## src/rtl/dma_pkg.sv

```systemverilog
// Shared types and widths for the block-copy engine in front of DataMem.
package dma_pkg;

  localparam int unsigned DMA_AW  = 8;
  localparam int unsigned DMA_DW  = 8;
  localparam int unsigned DMA_LW  = 8;

  // IDLE: pass-through, RD: fetch source byte, WR: store it, FIN: done pulse
  typedef enum logic [1:0] {
    IDLE = 2'd0,
    RD   = 2'd1,
    WR   = 2'd2,
    FIN  = 2'd3
  } dma_state_t;

endpackage

```

## src/rtl/mem_copy_dma.sv

```systemverilog
// Block-copy engine sitting directly in front of DataMem.
// Copies Len bytes from SrcAddr.. to DstAddr.. one byte per two cycles
// (RD then WR); when not copying, the core's address/write signals pass
// straight through to the memory.
//
// Ports
//   Clk, Reset             clock, synchronous active-high reset
//   Start, SrcAddr,
//   DstAddr, Len           copy request, captured only in IDLE
//   CpuAddr, CpuWrEn,
//   CpuDataIn              core data-side request (ignored while Busy)
//   MemDataOut             DataMem combinational read data at MemAddr
//   MemAddr, MemWrEn,
//   MemDataIn              DataMem address / write enable / write data
//   Busy                   engine owns the memory (RD or WR)
//   Done                   one-cycle completion pulse (FIN)
module mem_copy_dma
  import dma_pkg::*;
#(
  parameter int unsigned AW = DMA_AW,
  parameter int unsigned DW = DMA_DW
) (
  input  logic                Clk,
  input  logic                Reset,
  input  logic                Start,
  input  logic [AW-1:0]       SrcAddr,
  input  logic [AW-1:0]       DstAddr,
  input  logic [DMA_LW-1:0]   Len,
  input  logic [AW-1:0]       CpuAddr,
  input  logic                CpuWrEn,
  input  logic [DW-1:0]       CpuDataIn,
  input  logic [DW-1:0]       MemDataOut,
  output logic [AW-1:0]       MemAddr,
  output logic                MemWrEn,
  output logic [DW-1:0]       MemDataIn,
  output logic                Busy,
  output logic                Done
);

  dma_state_t          state_q,     state_d;
  logic [AW-1:0]       src_ptr_q,   src_ptr_d;
  logic [AW-1:0]       dst_ptr_q,   dst_ptr_d;
  logic [DMA_LW-1:0]   remaining_q, remaining_d;
  logic [DW-1:0]       hold_q,      hold_d;

  // State and datapath registers
  always_ff @(posedge Clk) begin
    if (Reset) begin
      state_q     <= IDLE;
      src_ptr_q   <= '0;
      dst_ptr_q   <= '0;
      remaining_q <= '0;
      hold_q      <= '0;
    end else begin
      state_q     <= state_d;
      src_ptr_q   <= src_ptr_d;
      dst_ptr_q   <= dst_ptr_d;
      remaining_q <= remaining_d;
      hold_q      <= hold_d;
    end
  end

  // Next-state logic and memory-port mux
  always_comb begin
    state_d     = state_q;
    src_ptr_d   = src_ptr_q;
    dst_ptr_d   = dst_ptr_q;
    remaining_d = remaining_q;
    hold_d      = hold_q;
    MemAddr     = CpuAddr;
    MemWrEn     = CpuWrEn;
    MemDataIn   = CpuDataIn;

    unique case (state_q)
      IDLE: begin
        if (Start) begin
          if (Len != '0) begin
            src_ptr_d   = SrcAddr;
            dst_ptr_d   = DstAddr;
            remaining_d = Len;
            state_d     = RD;
          end else begin
            state_d = FIN;
          end
        end
      end
      RD: begin
        MemAddr   = src_ptr_q;
        MemWrEn   = 1'b0;
        hold_d    = MemDataOut;
        src_ptr_d = src_ptr_q + AW'(1);
        state_d   = WR;
      end
      WR: begin
        MemAddr     = dst_ptr_q;
        MemWrEn     = 1'b1;
        MemDataIn   = hold_q;
        dst_ptr_d   = dst_ptr_q + AW'(1);
        remaining_d = remaining_q - DMA_LW'(1);
        state_d     = (remaining_q == DMA_LW'(1)) ? FIN : RD;
      end
      FIN: begin
        state_d = IDLE;
      end
      default: begin
        state_d = IDLE;
      end
    endcase

    // No write may reach memory while reset is held
    if (Reset) MemWrEn = 1'b0;
  end

  assign Busy = (state_q == RD) || (state_q == WR);
  assign Done = (state_q == FIN);

endmodule

```

## config.mk

```make
export PLATFORM = sky130hd
export DESIGN_NAME = mem_copy_dma
export DESIGN_NICKNAME = d
export VERILOG_FILES = /design/src/rtl/dma_pkg.sv /design/src/rtl/mem_copy_dma.sv
export SDC_FILE = /design/constraint.sdc
export NUM_CORES = 1
export LEC_CHECK = 0
export ABC_AREA = 1
export BUFFER_PORTS_ARGS = -buffer_cell sky130_fd_sc_hd__buf_2
export CAP_MARGIN = 10
export CORE_ASPECT_RATIO = 0.8
export CORE_UTILIZATION = 55
export DETAILED_ROUTE_END_ITERATION = 12
export PLACE_DENSITY = 0.9
export SLEW_MARGIN = 0
export SYNTH_ARGS = -nofsm -noshare
export SYNTH_HDL_FRONTEND = slang
export SYNTH_SLANG_ARGS = --single-unit
export TNS_END_PERCENT = 30
```

## constraint.sdc

```tcl
create_clock -name Clk -period 2.55 [get_ports Clk]
set_clock_uncertainty 0.05 [all_clocks]
set_input_delay 0.1275 -clock Clk [delete_from_list [all_inputs] [get_ports Clk]]
set_output_delay 0.1275 -clock Clk [all_outputs]
set_load 0.01 [all_outputs]
```

==> metrics.txt <==
status=finished clean; critical path depth in cells=6; CP max FO=17; CTS tree=built; cts hold-fix bufs=0; Sinks on Clock Net=34; Fmax=483 MHz; Hold Path Class=in2reg; critical path arrival=~1.9 ns; DRT antenna net count=0; Crit-path slowest cell=ha_1; total number of vias=2661; GP Congestion=about 0.85; DP Wirelength=4610 um; RSZ-0062 raised after global routing=no; TNS Setup=0 ns; first-pass GRT wire length=10100 um; die area=4640 um^2; Core ar.=around 4200 um^2; CTS Buffer Depth=2; largest family of logic cells by synthesized area=simple AND/OR/NAND/NOR gates; mux contribution to synthesized area=less than 1%; drt initial violations=210; Layout Nets=approximately 500; flops & latches, synth=34; clock transition at the registers of the reported paths=0.08 ns; Final Cycle Share=81.2%; cell depth of the worst flop-to-flop path=9; placed cell count=503; Synth Net Count=449; crit-path max cell delay=0.49 ns; Slew @ Worst Pin=0.582 ns; CP Capture Type=primary output; xor and xnor area share after synthesis=0.364%; Port-buffer cells=70; synthesis warning total=0; Antenna Cells=0; CP Class=reg2out; Site Rows=21; Setup crit start kind=flop; maximum VDD drop=between 0.0006 and 0.0007 V; Compound-Gate Fraction of Synth Area=14.8%; final design utilization=68.0%; Async S/R FF share, synth=0%; gr usage total=between 20% and 30%; initial antenna violation count=0; area of the mapped netlist=2400 um^2; CP required=2.37 ns; vias in the first global route=approximately 2.3k; routed wire length=6140 um; Power per Cell Area=1070 nW/um^2; Slew Viols, Final=0; area delta synth->final=18.3%; Buf+Inv Stages, Crit Path=3; Avg WL per Cell=between 10 and 15 um; sequential-to-total area share from yosys stat=approximately 28%; drt first pass iters=5; CTS Buf Count=5; worst skew pair latency=0.28 ns; CP cell instances=inv_1, ha_1, buf_4, nand2_1, o221ai_1, buf_2; Post-synth EDFFs=0; DRC viols=0; Simple-Gate Fraction of Synth Area=40.7%; H-Tree Depth=2; global route overflow=0; Hold WS=between 0.015 and 0.02 ns; Gate Count Post-Synth=388; LEAKAGE=approximately 0.0014 uW; vias per inst=5.21; Resize count post-CTS=0; Syn Area/Cell=6.19 um^2; final setup fails=0; post-layout minimum cycle time=2.07 ns; max_slew headroom=approximately three fifths; Cell variety after synth=33; Setup Fix Bufs, Post-CTS=0; pin count of the biggest net entering global routing=21; layout cells sized above 1=24.9%; die width=75.9 um; Synth Area in Adders=4.69%; worst hold path cell count=3; maxcap violations=0; height of the chip=61.1 um; Hold Violations, Final=0; dominant register cell in the synthesized netlist=dfxtp_1; Clock Root Buffer=clkbuf_8; CP top delay family=buffers and inverters; Initial Utilization=57.5%; non-filler cells, final=a little over 500; IO Pins=71
## layout make-up
type / count / area (um^2)
clock buffer: 6 / 82.6
clock inverter: 2 / 12.5
fill: 365 / 1340
inverter: 37 / 141
multi-input combinational: 300 / 1470
sequential: 34 / 681
tap: 57 / 71.3
timing repair buffer: 75 / 388
## state kept, by name, summed over array words and instances, names as in the netlist
| register | cells |
|---|---|
| dst_ptr_q | 8 |
| src_ptr_q | 8 |
| remaining_q | 8 |
| hold_q | 8 |
| state_q | 2 |
## kinds of logic after synthesis
| logic type | Yosys count |
|---|---|
| flip-flops | 34 |
| AO/OA/AOI/OAI | 54 |
| AND/OR/NAND/NOR | 235 |
| XOR/XNOR | 1 |
| buffers and inverters | 54 |
| adder cells (fa/ha/maj) | 9 |
| multiplexers | 1 |
## metal layers
metal	vias to the layer above	wire length (um)	track usage, %
li1	1361	-	-
met1	1170	2730	33.3
met2	121	2830	48.7
met3	9	519	5.19
met4	0	69	9.34
met5	-	0	0
## cell usage after synthesis, types with 4 or more instances
master | n | area, um^2
nand2_1 | 139 | 522
nor2_1 | 51 | 191
dfxtp_1 | 34 | 681
inv_1 | 34 | 128
nand3_1 | 23 | 115
o21ai_0 | 18 | 90.1
a21oi_2 | 11 | 96.3
nand2_2 | 10 | 62.6
a21oi_1 | 9 | 45.0
ha_1 | 9 | 113
buf_2 | 6 | 30.0
clkbuf_1 | 6 | 22.5
o221ai_1 | 6 | 52.6
o211ai_1 | 5 | 37.5
nand4_1 | 4 | 25.0
## per-stage QoR
step	area (um^2)	setup slack, ns	total power (uW)
6_report	2840	0.479	3040
5_1_grt	2840	0.308	3320
4_1_cts	2840	0.472	3020
3_5_place_dp	2750	0.721	2580
3_3_place_gp	2750	0.769	2520
2_1_floorplan	2400	0.917	2240
## worst paths after layout
path | endpoint | slack [ns] | startpoint
min | hold_q[5] | 0.02 | MemDataOut[5]
max | MemAddr[4] | 0.48 | state_q[1]
min reg2reg | remaining_q[1] | 0.44 | remaining_q[1]
max reg2reg | remaining_q[4] | 0.68 | state_q[0]
## worst reg2reg max path: cells and delay by family (launching register included)
kind,cells,cell delay (ns)
buf+inv,4,0.69
simple gates,3,0.40
flops,1,0.34
fa+ha+maj,1,0.20
compound gates,1,0.14
## cell usage in the layout, fill, tap and decap left out
cell	n
nand2_1	139
clkinv_2	1
nor2_2	2
nand4_1	4
dfxtp_1	34
a211oi_1	1
a21oi_1	9
a21oi_2	11
nand3_1	23
nand3_2	1
xor2_1	1
nand3_4	1
o21ai_0	18
mux2i_1	1
clkinvlp_4	1
o21a_1	1
buf_2	70
clkbuf_8	6
ha_1	9
inv_4	1
o211ai_1	5
nor2_1	51
nand2_2	10
buf_4	5
inv_1	34
o31ai_1	1
inv_2	2
o221ai_1	6
nor3_1	2
or2_2	2
a31oi_1	1
o22ai_1	1
## power by group
part | total [uW] | internal (uW) | switching [uW]
clock | 420 | 217 | 203
sequential | 895 | 727 | 168
combinational | 1720 | 604 | 1120
total | 3040 | 1550 | 1490
Note: power is estimated with default switching activity, not from simulation.
